===== src/rtl/writeback_queue_pkg.sv =====
// Datapath widths and types shared by the writeback queue,
// its lookup sub-module and its bus interface.
package datapath_defs;

    localparam int REGISTER_SIZE = 31;
    localparam int DATA_WIDTH    = REGISTER_SIZE + 1;
    localparam int ADDRESS_SIZE  = $clog2(REGISTER_SIZE + 1);

    typedef logic [DATA_WIDTH-1:0]   word_t;
    typedef logic [ADDRESS_SIZE-1:0] reg_addr_t;

    localparam reg_addr_t ZERO_REGISTER = '0;

    typedef struct packed {
        reg_addr_t address;
        word_t     data;
    } wb_entry_t;

endpackage


===== src/rtl/writeback_queue_if.sv =====
// Result handshake from writeback plus the register file
// write port driven by the queue.
interface writeback_queue_if;
    import datapath_defs::*;

    logic      in_valid;
    logic      in_ready;
    reg_addr_t in_address;
    word_t     in_data;
    logic      port_grant;
    logic      write_enable;
    reg_addr_t write_address;
    word_t     write_data;

    modport master (
        output in_valid, in_address, in_data, port_grant,
        input  in_ready, write_enable, write_address, write_data
    );

    modport slave (
        input  in_valid, in_address, in_data, port_grant,
        output in_ready, write_enable, write_address, write_data
    );

endinterface


===== src/rtl/writeback_queue_pending_match.sv =====
// Youngest-match search over the live queue entries for
// one decode lookup address.
module pending_match
    import datapath_defs::*;
#(
    parameter  int DEPTH = 4,
    localparam int PTR_W = $clog2(DEPTH),
    localparam int CNT_W = $clog2(DEPTH + 1)
) (
    input  reg_addr_t                lookup_address,
    input  wb_entry_t [DEPTH-1:0]    entries,
    input  logic      [PTR_W-1:0]    head,
    input  logic      [CNT_W-1:0]    count,
    output logic                     hit,
    output word_t                    data
);

    // Walk oldest to youngest so the last match wins.
    always_comb begin
        logic [PTR_W-1:0] idx;
        hit  = 1'b0;
        data = '0;
        idx  = '0;
        for (int i = 0; i < DEPTH; i++) begin
            idx = head + PTR_W'(i);
            if (CNT_W'(i) < count &&
                entries[idx].address == lookup_address &&
                lookup_address != ZERO_REGISTER) begin
                hit  = 1'b1;
                data = entries[idx].data;
            end
        end
    end

endmodule


===== src/rtl/writeback_queue.sv =====
// Program-order buffer between writeback and the register
// file write port, with two decode forwarding lookups.
module writeback_queue
    import datapath_defs::*;
#(
    parameter  int DEPTH = 4,
    localparam int PTR_W = $clog2(DEPTH),
    localparam int CNT_W = $clog2(DEPTH + 1)
) (
    input  logic                system_clock,
    input  logic                system_reset_n,
    writeback_queue_if.slave    bus,
    input  reg_addr_t           lookup_address_1,
    input  reg_addr_t           lookup_address_2,
    output logic                lookup_hit_1,
    output logic                lookup_hit_2,
    output word_t               lookup_data_1,
    output word_t               lookup_data_2,
    output logic [CNT_W-1:0]    occupancy
);

    wb_entry_t [DEPTH-1:0] entries;
    logic      [PTR_W-1:0] head;
    logic      [PTR_W-1:0] tail;
    logic      [CNT_W-1:0] count;
    logic                  push;
    logic                  pop;

    assign bus.write_enable  = bus.port_grant && count != '0;
    assign pop               = bus.write_enable;
    assign bus.in_ready      = (count < CNT_W'(DEPTH)) || pop;
    // r0 results complete the handshake but are never stored.
    assign push              = bus.in_valid && bus.in_ready &&
                               bus.in_address != ZERO_REGISTER;
    assign bus.write_address = entries[head].address;
    assign bus.write_data    = entries[head].data;
    assign occupancy         = count;

    always_ff @(posedge system_clock or negedge system_reset_n) begin
        if (!system_reset_n) begin
            entries <= '0;
            head    <= '0;
            tail    <= '0;
            count   <= '0;
        end else begin
            if (push) begin
                entries[tail] <= '{address: bus.in_address,
                                   data:    bus.in_data};
                tail          <= tail + 1'b1;
            end
            if (pop) begin
                head <= head + 1'b1;
            end
            case ({push, pop})
                2'b10:   count <= count + 1'b1;
                2'b01:   count <= count - 1'b1;
                default: count <= count;
            endcase
        end
    end

    pending_match #(.DEPTH(DEPTH)) u_match_1 (
        .lookup_address (lookup_address_1),
        .entries        (entries),
        .head           (head),
        .count          (count),
        .hit            (lookup_hit_1),
        .data           (lookup_data_1)
    );

    pending_match #(.DEPTH(DEPTH)) u_match_2 (
        .lookup_address (lookup_address_2),
        .entries        (entries),
        .head           (head),
        .count          (count),
        .hit            (lookup_hit_2),
        .data           (lookup_data_2)
    );

endmodule


===== src/flat_wrapper.sv =====
// flat-port wrapper written by rule: the top's interface ports become plain ports
module writeback_queue_flat import datapath_defs::*;
#(
    parameter  int DEPTH = 4,
    localparam int PTR_W = $clog2(DEPTH),
    localparam int CNT_W = $clog2(DEPTH + 1)
)
  (system_clock, system_reset_n, lookup_address_1, lookup_address_2, lookup_hit_1, lookup_hit_2, lookup_data_1, lookup_data_2, occupancy, bus_in_valid, bus_in_address, bus_in_data, bus_port_grant, bus_in_ready, bus_write_enable, bus_write_address, bus_write_data);
  writeback_queue_if bus_i ();
  input  logic system_clock;
  input  logic system_reset_n;
  input  reg_addr_t lookup_address_1;
  input  reg_addr_t lookup_address_2;
  output logic lookup_hit_1;
  output logic lookup_hit_2;
  output word_t lookup_data_1;
  output word_t lookup_data_2;
  output logic [CNT_W-1:0] occupancy;
  input wire logic [$bits(bus_i.in_valid)-1:0] bus_in_valid;
  input wire logic [$bits(bus_i.in_address)-1:0] bus_in_address;
  input wire logic [$bits(bus_i.in_data)-1:0] bus_in_data;
  input wire logic [$bits(bus_i.port_grant)-1:0] bus_port_grant;
  output wire logic [$bits(bus_i.in_ready)-1:0] bus_in_ready;
  output wire logic [$bits(bus_i.write_enable)-1:0] bus_write_enable;
  output wire logic [$bits(bus_i.write_address)-1:0] bus_write_address;
  output wire logic [$bits(bus_i.write_data)-1:0] bus_write_data;
  assign bus_i.in_valid = bus_in_valid;
  assign bus_i.in_address = bus_in_address;
  assign bus_i.in_data = bus_in_data;
  assign bus_i.port_grant = bus_port_grant;
  assign bus_in_ready = bus_i.in_ready;
  assign bus_write_enable = bus_i.write_enable;
  assign bus_write_address = bus_i.write_address;
  assign bus_write_data = bus_i.write_data;
  writeback_queue #(.DEPTH(DEPTH)) u_core (.system_clock(system_clock), .system_reset_n(system_reset_n), .bus(bus_i), .lookup_address_1(lookup_address_1), .lookup_address_2(lookup_address_2), .lookup_hit_1(lookup_hit_1), .lookup_hit_2(lookup_hit_2), .lookup_data_1(lookup_data_1), .lookup_data_2(lookup_data_2), .occupancy(occupancy));
endmodule

===== config.mk =====
export PLATFORM = sky130hd
export DESIGN_NAME = writeback_queue_flat
export DESIGN_NICKNAME = d
export VERILOG_FILES = /design/src/rtl/writeback_queue_pkg.sv /design/src/rtl/writeback_queue_if.sv /design/src/rtl/writeback_queue_pending_match.sv /design/src/rtl/writeback_queue.sv /design/src/flat_wrapper.sv
export SDC_FILE = /design/constraint.sdc
export NUM_CORES = 1
export LEC_CHECK = 0
export ABC_CLOCK_PERIOD_IN_PS = 3500
export CAP_MARGIN = 5
export CORE_ASPECT_RATIO = 0.8
export CORE_MARGIN = 3
export CORE_UTILIZATION = 50
export CTS_BUF_LIST = sky130_fd_sc_hd__clkbuf_4
export DETAILED_ROUTE_END_ITERATION = 8
export PLACE_DENSITY = 0.75
export RECOVER_POWER = 50
export SETUP_SLACK_MARGIN = 0.15
export SLEW_MARGIN = 20
export SYNTH_ARGS = -nofsm -noshare
export SYNTH_HDL_FRONTEND = slang
export SYNTH_SLANG_ARGS = --single-unit

===== constraint.sdc =====
create_clock -name system_clock -period 3.5 [get_ports system_clock]
set_clock_uncertainty 0.2 [all_clocks]
set_input_delay 0.35 -clock system_clock [delete_from_list [all_inputs] [get_ports system_clock]]
set_output_delay 0.35 -clock system_clock [all_outputs]
set_load 0.1 [all_outputs]

==> results.yml, run 1 <==
worst_setup_path:
  cp.arrival_ps: 3720
  critical_path.max_fanout: 7
  critPathMostFrequentCell: "buf_4"
  endpoint_kind: "primary output"
  cp_cell_sequence: "buf_4, mux4_2, buf_6, xnor2_2, o211ai_1, buf_4, o21ai_4, buf_4, a21boi_1, buf_4, o31ai_4, buf_12"
  r2r-end: "u_core.entries[35]$_DFFE_PN0P_"
  cp-start-kind: "register"
  rr_worst_depth: 7
  critPathTopFamily: "buffers and inverters"
  critPathKind: "reg2out"
  path_buf_inv: 6
  crit_required_ps: 2950
  max_stage_delay_ps: 570
  rrSetupSlack_ps: 350
  slowest_stage: "dfrtp_4"
  worstReg2RegStart: "u_core.occupancy[2]$_DFFE_PN0P_"
clock_network:
  clockRootBuffer: "clkbuf_4"
  cts_tree: "built"
  cts_buffer_depth: 2
  cts-buffers-inserted: 17
  clock_latency_ps: 640
  h-tree-depth: 4
  numClockSinks: 155
  cts.clk_slew.worst_paths_ps: 160
placement:
  gp_congestion: 0.929
  dp.final_hpwl_um: 33900
  io_buffers: 158
  dp_cells: 2054
cells_and_area:
  layout_commonest_cell: "mux2_2"
  mostFrequentLayoutCells: "213 x mux2_2, 185 x buf_4, 184 x nor2_1"
  nets: 1819
  drive_gt1_frac: 0.486
  syn_to_final_growth_pct: 51.3
  fin_cells: 2130
yosys:
  syn_inst: 1500
  syn_avg_cell_area_um2: 9.21
  synth-async-reset-ratio: 1.00
  yosysSeqAreaShare: 0.281
  synth_flop_cell: "dfrtp_1"
  yosys.cell_types.count: 58
  ys_warn_count: 0
  ys_ff_latch: 155
  synth-edff-count: 0
  syn_area_mm2: 0.0138
  syn-num-nets: 1560
grt:
  antenna_found_initial: 3
  grt_pass1_wl_um: 80900
  grt_pass1_vias: 14500
  use_met1: 0.462
  met3_usage: 0.0802
  grt.overflow.total: 0
  grtUsageTotal: 0.347
  grt_max_degree: 105
  grt_busiest_layer: "met2"
  grt_util_met2: 0.546
detailed_routing:
  vias_per_cell: 7.07
  drc: 0
  wirelength_um: 56700
  postRouteAntennaNets: 0
  wl_per_cell_um: 26.6
  drtPass1Iterations: 6
  drt_first_iter_violations: 2183
  vias: 15100
floorplan:
  die_h_um: 155
  pin_count: 159
  dieArea_mm2: 0.0297
  start_util: 0.517
  die_w_um: 192
  placementRows: 53
  core_area_mm2: 0.0267
min_path:
  min-delay-start: "bus_in_data[28]"
  hold_depth: 2
  hp-class: "in2reg"
  hold_path_end: "u_core.entries[139]$_DFFE_PN0P_"
run_status:
  violations: "capacitance limit, slew limit, setup timing"
  status: "finished, violations left"
sta:
  fmax_ghz: 0.234
  relSlewSlack: -0.677
  finalHoldViolations: 0
  period_needed_ps: 4270
  tightest_slew_ps: 2520
  maxSlewViolCount: 94
  setup_viol: 66
  rsz0062_at_grt: "true"
  setup_ws_ps: -774
  finalCritPeriodShare: 1.22
flow_run:
  maxCapViolCount: 1
[through the flow]
step                setup slack (ps)  cell area [µm²]  TNS (ps)   util  hold slack [ps]
finish                          -774            20900    -44190  0.782              210
global route                    -835            20900    -49090  0.782              185
CTS                             -653            20300    -38810  0.758              205
detailed placement              -167            19200     -5010  0.717              305
global placement                -155            19200     -3690  0.717              299
floorplan                       -497            15100    -23160      -             -146
[per-layer routing]
metal	routed length, µm	part of all wire
met5	27	0.00048
met4	2620	0.046
met3	6430	0.11
met2	26000	0.46
met1	21600	0.38
[flip-flops by register name, summed over array words and instances (netlist names)]
name and count:
u_core.entries 148, u_core.tail 2, u_core.head 2, u_core.occupancy 3
[cells in the mapped netlist (17+ instances only)]
cell type  number  area share
clkbuf_1      116       0.032
a32oi_1        28       0.018
nor2_1        186       0.051
nor4_1         30       0.014
nor3b_1        28       0.015
a31oi_1        59       0.027
nand2_1        25      0.0068
mux2_2        213        0.17
mux4_2         20       0.033
or4_1          57       0.031
mux2i_1       128       0.093
a21boi_1       17      0.0092
dfrtp_1       155        0.28
o2bb2ai_1      28       0.018
a21oi_1        39       0.014
xnor2_1        34       0.022
o31ai_1        74       0.040
o21ai_0        96       0.035
buf_2          35       0.013
[logic make-up after synthesis]
logic type	after synthesis	synth area share
compound gates	388	0.191
simple gates	374	0.141
mux	361	0.299
buf+inv	172	0.0535
flops	155	0.281
xor+xnor	41	0.0271
fa+ha+maj	9	0.00815
[worst max path at each step]
stage	from	endpoint	slack, ps	cells after the start
6_report	u_core.head[0]$_DFFE_PN0P_	lookup_data_2[3]	-770	12
5_1_grt	u_core.head[0]$_DFFE_PN0P_	lookup_data_1[2]	-830	11
4_1_cts	u_core.head[0]$_DFFE_PN0P_	lookup_data_1[24]	-650	12
3_5_place_dp	u_core.head[0]$_DFFE_PN0P_	lookup_data_2[7]	-170	11
3_3_place_gp	lookup_address_1[3]	lookup_data_1[3]	-150	10
2_1_floorplan	u_core.head[0]$_DFFE_PN0P_	lookup_data_1[29]	-500	9
[final cells by class]
type,count,area (µm²)
Clock buffer,18,135
Antenna cell,1,2.50
Fill cell,1529,5820
Sequential cell,155,3890
Clock inverter,14,169
Timing Repair Buffer,403,5000
Multi-Input combinational cell,1173,11200
Tap cell,357,447
Inverter,9,38.8
[repair_timing]
item,in CTS,in global routing
buffers inserted,17,18
hold endpoints to repair,90,0
endpoints found under the setup margin,81,94
pin swaps,31,44
gates cloned,2,5
hold buffers,1,0
gates resized for setup,131,87
Power of run 1 is left out: the tool's default activity adds up to more than one toggle a clock period on the data nets, which glitch-free logic cannot reach.
==> run 2, diff against run 1 <==
--- a/config.mk
+++ b/config.mk
@@ -5,7 +5,7 @@
 export SDC_FILE = /design/constraint.sdc
 export NUM_CORES = 1
 export LEC_CHECK = 0
-export ABC_CLOCK_PERIOD_IN_PS = 3500
+export ABC_CLOCK_PERIOD_IN_PS = 4800
 export CAP_MARGIN = 5
 export CORE_ASPECT_RATIO = 0.8
 export CORE_MARGIN = 3
==> constraint.sdc (replaced) <==
create_clock -name system_clock -period 4.8 [get_ports system_clock]
set_clock_uncertainty 0.2 [all_clocks]
set_input_delay 0.48 -clock system_clock [delete_from_list [all_inputs] [get_ports system_clock]]
set_output_delay 0.48 -clock system_clock [all_outputs]
set_load 0.1 [all_outputs]
==> run 2 against run 1 <==
Against the previous run:
- cell count is 8.5% lower
- the flow finishes with violations (capacitance limit, slew limit)
- die area unchanged
- routed wire length decreased by 14%
- worst hold slack better by 37 ps
- first-iteration DRC count fell by 0.60%
- cell area decreased by 16%
- setup slack improved by 970 ps
- core utilization fell by 13 points
- non-clock buffer count decreased by 181
- sequential share of layout area up 3.6 points
- flip-flop and latch count did not move
- global-route usage is 2.5 points lower
==> results.yml, run 2 (synthesis results as in run 1) <==
worst_setup_path:
  cp_cell_sequence: "mux4_2, xor2_1, or2_2, buf_8, or4_1, a32oi_2, o31ai_4, buf_12"
  cp-start-kind: "register"
  endpoint_kind: "primary output"
  rr_worst_depth: 7
  path_buf_inv: 2
  critPathTopFamily: "simple AND/OR/NAND/NOR gates"
  crit_required_ps: 4120
  critical_path.max_fanout: 115
  slowest_stage: "or4_1"
  cp.arrival_ps: 3930
  critPathKind: "reg2out"
  crit_cells: 8
  max_stage_delay_ps: 590
floorplan:
  placementRows: 53
  dieArea_mm2: 0.0297
  start_util: 0.517
  die_h_um: 155
  core_area_mm2: 0.0267
  pin_count: 159
  die_w_um: 192
cells_and_area:
  drive_gt1_frac: 0.332
  layout_commonest_cell: "mux2_2"
  fin_cells: 1950
  nets: 1639
  syn_to_final_growth_pct: 26.9
  mostFrequentLayoutCells: "213 x mux2_2, 184 x nor2_1, 152 x dfrtp_1"
  fillerInstances: 2092
  largest_reg_flops: 148
  final_area_mm2: 0.0175
  regMostFlops: "u_core.entries"
sta:
  rsz0062_at_grt: "true"
  setup_tns_ps: 0
  hold_slack_ps: 246
  setup_viol: 0
  fmax_ghz: 0.217
  period_needed_ps: 4610
  finalHoldViolations: 0
  relSlewSlack: -0.699
  maxSlewViolCount: 126
  tightest_slew_ps: 2550
  finalCritPeriodShare: 0.960
placement:
  dpl-instance-area_mm2: 0.0166
  gp_congestion: 0.954
  dp.final_hpwl_um: 30300
  dp_cells: 1902
  io_buffers: 158
grt:
  grt_max_degree: 144
  grt_pass1_wl_um: 75200
  grt_pass1_vias: 13000
  grt.overflow.total: 0
  grtUsageTotal: 0.323
  antenna_found_initial: 1
run_status:
  status: "finished, violations left"
  violations: "capacitance limit, slew limit"
clock_network:
  cts_buffer_depth: 2
  cts_tree: "built"
  h-tree-depth: 4
  clockRootBuffer: "clkbuf_4"
  cts-buffers-inserted: 17
  numClockSinks: 155
  cts.clk_slew.worst_paths_ps: 150
  clock_latency_ps: 610
detailed_routing:
  drtPass1Iterations: 6
  drc: 0
  wirelength_um: 49000
  vias: 13700
  drt_first_iter_violations: 2170
  postRouteAntennaNets: 0
  vias_per_cell: 7.00
  wl_per_cell_um: 25.1
min_path:
  hp-class: "in2async"
flow_run:
  maxCapViolCount: 3
## run 2: worst register-to-register path: stages (launching register included)
cell and delay [ps]:
dfrtp_1 450, clkbuf_1 260, nand2b_1 160, nand2_1 90, a21oi_1 680, nand2_2 80
clkbuf_2 850, mux2_2 630
## run 2: area by class of cell
cell class / count / area (µm²) / area share
Multi-Input combinational cell: 1174 / 10100 / 0.574
Sequential cell: 155 / 3890 / 0.222
Timing Repair Buffer: 222 / 2750 / 0.157
Tap cell: 357 / 447 / 0.0255
Clock inverter: 15 / 203 / 0.0116
Clock buffer: 17 / 128 / 0.00728
Inverter: 9 / 36.3 / 0.00207
Antenna cell: 1 / 2.50 / 0.000143
## run 2: per-layer routing
layer | track usage | part of all wire | vias up
met5 | 0 | 0 | -
met4 | 0.100 | 0.025 | 0
met3 | 0.0922 | 0.13 | 135
met2 | 0.478 | 0.44 | 1051
met1 | 0.456 | 0.40 | 6592
li1 | - | - | 5874
## run 2: worst paths after layout
kind	from	to	slack [ps]
worst max-delay path	u_core.head[0]$_DFFE_PN0P_	lookup_data_1[26]	190
worst min-delay path	system_reset_n	u_core.entries[34]$_DFFE_PN0P_	250
worst max register to register	u_core.occupancy[2]$_DFFE_PN0P_	u_core.entries[91]$_DFFE_PN0P_	1320
worst min register to register	u_core.entries[67]$_DFFE_PN0P_	u_core.entries[67]$_DFFE_PN0P_	350
max in group asynchronous	system_reset_n	u_core.entries[118]$_DFFE_PN0P_	1280
min in group system_clock	u_core.entries[67]$_DFFE_PN0P_	u_core.entries[67]$_DFFE_PN0P_	350
## run 2: metrics by stage
| stage | utilization | setup WS (ps) |
|---|---|---|
| 4_1_cts | 0.639 | 109 |
| 5_1_grt | 0.656 | 104 |
| 3_5_place_dp | 0.621 | 324 |
| 6_report | 0.656 | 193 |
| 2_1_floorplan | - | -702 |
| 3_3_place_gp | 0.621 | 385 |
## run 2: timing repair
action,4_1_cts,5_1_grt
endpoints found under the hold margin,69,0
buffers inserted,4,8
gates resized for setup,17,72
cloned,1,1
hold buffers,1,0
pin swaps,1,5
endpoints found under the setup margin,65,64
Power of run 2 is left out for the same reason.
==> run 3, diff against run 2 <==
--- a/config.mk
+++ b/config.mk
@@ -7,7 +7,6 @@
 export LEC_CHECK = 0
 export ABC_CLOCK_PERIOD_IN_PS = 4800
 export CAP_MARGIN = 5
-export CORE_ASPECT_RATIO = 0.8
 export CORE_MARGIN = 3
 export CORE_UTILIZATION = 50
 export CTS_BUF_LIST = sky130_fd_sc_hd__clkbuf_4
==> run 3 against run 2 <==
Against the previous run:
- the run still ends with capacitance limit, slew limit left
- count of clock-buffer cells in the layout grew 1
- largest cell class unchanged
- worst hold slack got worse by 10 ps
- sequential share of layout area is 0.15 points higher
- setup slack gained 12 ps
- register-to-register slack gained 90 ps
- non-clock buffer count up 3
- flip-flop and latch count did not move
- core utilization fell by 1.2 points
==> results.yml, run 3 (synthesis results as in run 1) <==
sta:
  setup_viol: 0
  hold_slack_ps: 236
  finalHoldViolations: 0
  setup_tns_ps: 0
  fmax_ghz: 0.218
  relSlewSlack: -0.542
  tightest_slew_ps: 2310
  period_needed_ps: 4590
  rsz0062_at_grt: "true"
  finalCritPeriodShare: 0.957
  maxSlewViolCount: 91
run_status:
  status: "finished, violations left"
  violations: "capacitance limit, slew limit"
grt:
  grt_pass1_wl_um: 72200
  grt.overflow.total: 0
  grtUsageTotal: 0.310
  antenna_found_initial: 2
  grt_pass1_vias: 13000
  grt_max_degree: 116
cells_and_area:
  mostFrequentLayoutCells: "213 x mux2_2, 184 x nor2_1, 153 x dfrtp_1"
  syn_to_final_growth_pct: 26.0
  nets: 1642
  drive_gt1_frac: 0.324
  layout_commonest_cell: "mux2_2"
  largest_reg_flops: 148
  fin_cells: 1937
  post-route-util: 0.644
  regMostFlops: "u_core.entries"
clock_network:
  numClockSinks: 155
  cts_buffer_depth: 2
  cts_tree: "built"
  h-tree-depth: 4
  clockRootBuffer: "clkbuf_4"
  cts.clk_slew.worst_paths_ps: 140
  cts-buffers-inserted: 17
  clock_latency_ps: 580
floorplan:
  placementRows: 60
  pin_count: 159
  start_util: 0.511
  die_w_um: 172
  die_h_um: 172
  core_area_mm2: 0.0270
  dieArea_mm2: 0.0297
placement:
  dp.final_hpwl_um: 29500
  dp_cells: 1889
  io_buffers: 158
  gp_congestion: 0.931
min_path:
  hp-class: "in2async"
worst_setup_path:
  crit_required_ps: 4120
  critical_path.max_fanout: 47
  critPathKind: "reg2out"
  slowest_stage: "mux4_2"
  critPathMostFrequentCell: "buf_12"
  cp.arrival_ps: 3910
  max_stage_delay_ps: 580
  cp-start-kind: "register"
  endpoint_kind: "primary output"
  cp_cell_sequence: "buf_12, buf_12, mux4_2, a221oi_1, nand4_1, o21ba_4, buf_4, nand2_1, o221ai_2, buf_12"
detailed_routing:
  postRouteAntennaNets: 0
  wl_per_cell_um: 24.5
  drc: 0
  drt_first_iter_violations: 2001
  vias: 13600
  drtPass1Iterations: 8
  vias_per_cell: 7.02
  wirelength_um: 47400
flow_run:
  maxCapViolCount: 1
[run 3: changes by cell type in the layout (fill, tap and decap cells not counted), moves of 3 or more]
cell      previous run  this run
a21boi_1            20        17
inv_6                6         2
o31ai_1             28        41
a31oi_1             57        52
a31oi_2              2         7
o31ai_2              8        15
buf_12              70        81
xnor2_2              6         2
a21boi_0             8        11
clkbuf_1             4         1
o31ai_4             48        28
buf_8                4         1
xnor2_1             30        34
[run 3: layer usage]
layer,routed length [µm],GRT usage,share of wire,vias up
met5,18,0,0.00038,-
met4,2030,0.147,0.043,2
met3,5090,0.0786,0.11,191
met2,22100,0.490,0.47,920
met1,18100,0.400,0.38,6600
li1,-,-,-,5893
[run 3: metrics by stage]
stage / instance area [µm²] / setup slack [ps]
after floorplan: 14300 / -702
after global placement: 16700 / 203
after detailed placement: 16700 / 141
after CTS: 17200 / 160
after global routing: 17400 / 110
final: 17400 / 205
[run 3: final timing paths]
| path | startpoint | to | slack [ps] | cells past startpoint |
|---|---|---|---|---|
| max in group asynchronous | system_reset_n | u_core.entries[134]$_DFFE_PN0P_ | 1500 | 3 |
| hold / removal | system_reset_n | u_core.entries[6]$_DFFE_PN0P_ | 240 | 2 |
| min in group system_clock | u_core.entries[67]$_DFFE_PN0P_ | u_core.entries[67]$_DFFE_PN0P_ | 340 | 1 |
| setup / recovery | u_core.head[0]$_DFFE_PN0P_ | lookup_data_1[1] | 210 | 10 |
| hold reg to reg | u_core.entries[67]$_DFFE_PN0P_ | u_core.entries[67]$_DFFE_PN0P_ | 340 | 1 |
| setup reg to reg | u_core.occupancy[2]$_DFFE_PN0P_ | u_core.entries[75]$_DFFE_PN0P_ | 1410 | 7 |
[run 3: cell type report]
cell class / count / area, µm²
inverters: 9 / 36.3
clock buffers: 18 / 135
flip-flops and latches: 155 / 3890
diodes: 1 / 2.50
repair buffers: 225 / 2900
fillers: 2103 / 9630
clock inverters: 14 / 194
multi-input cells: 1174 / 9820
well taps: 341 / 427
[run 3: worst max-delay path: cells and delay by family (launching register included)]
kind	cells	cell delay [ps]
AOI/OAI and AO/OA	3	1010
buffers and inverters	4	830
DFF	1	500
muxes	1	580
and+or+nand+nor	2	380
[run 3: what timing repair did]
action	CTS	global route
gates cloned	1	1
pin swaps	2	1
endpoints found under the setup margin	65	48
buffers inserted	7	5
resized for setup	22	21
endpoints found under the hold margin	65	0
hold buffers	1	0
Power of run 3 is left out for the same reason.
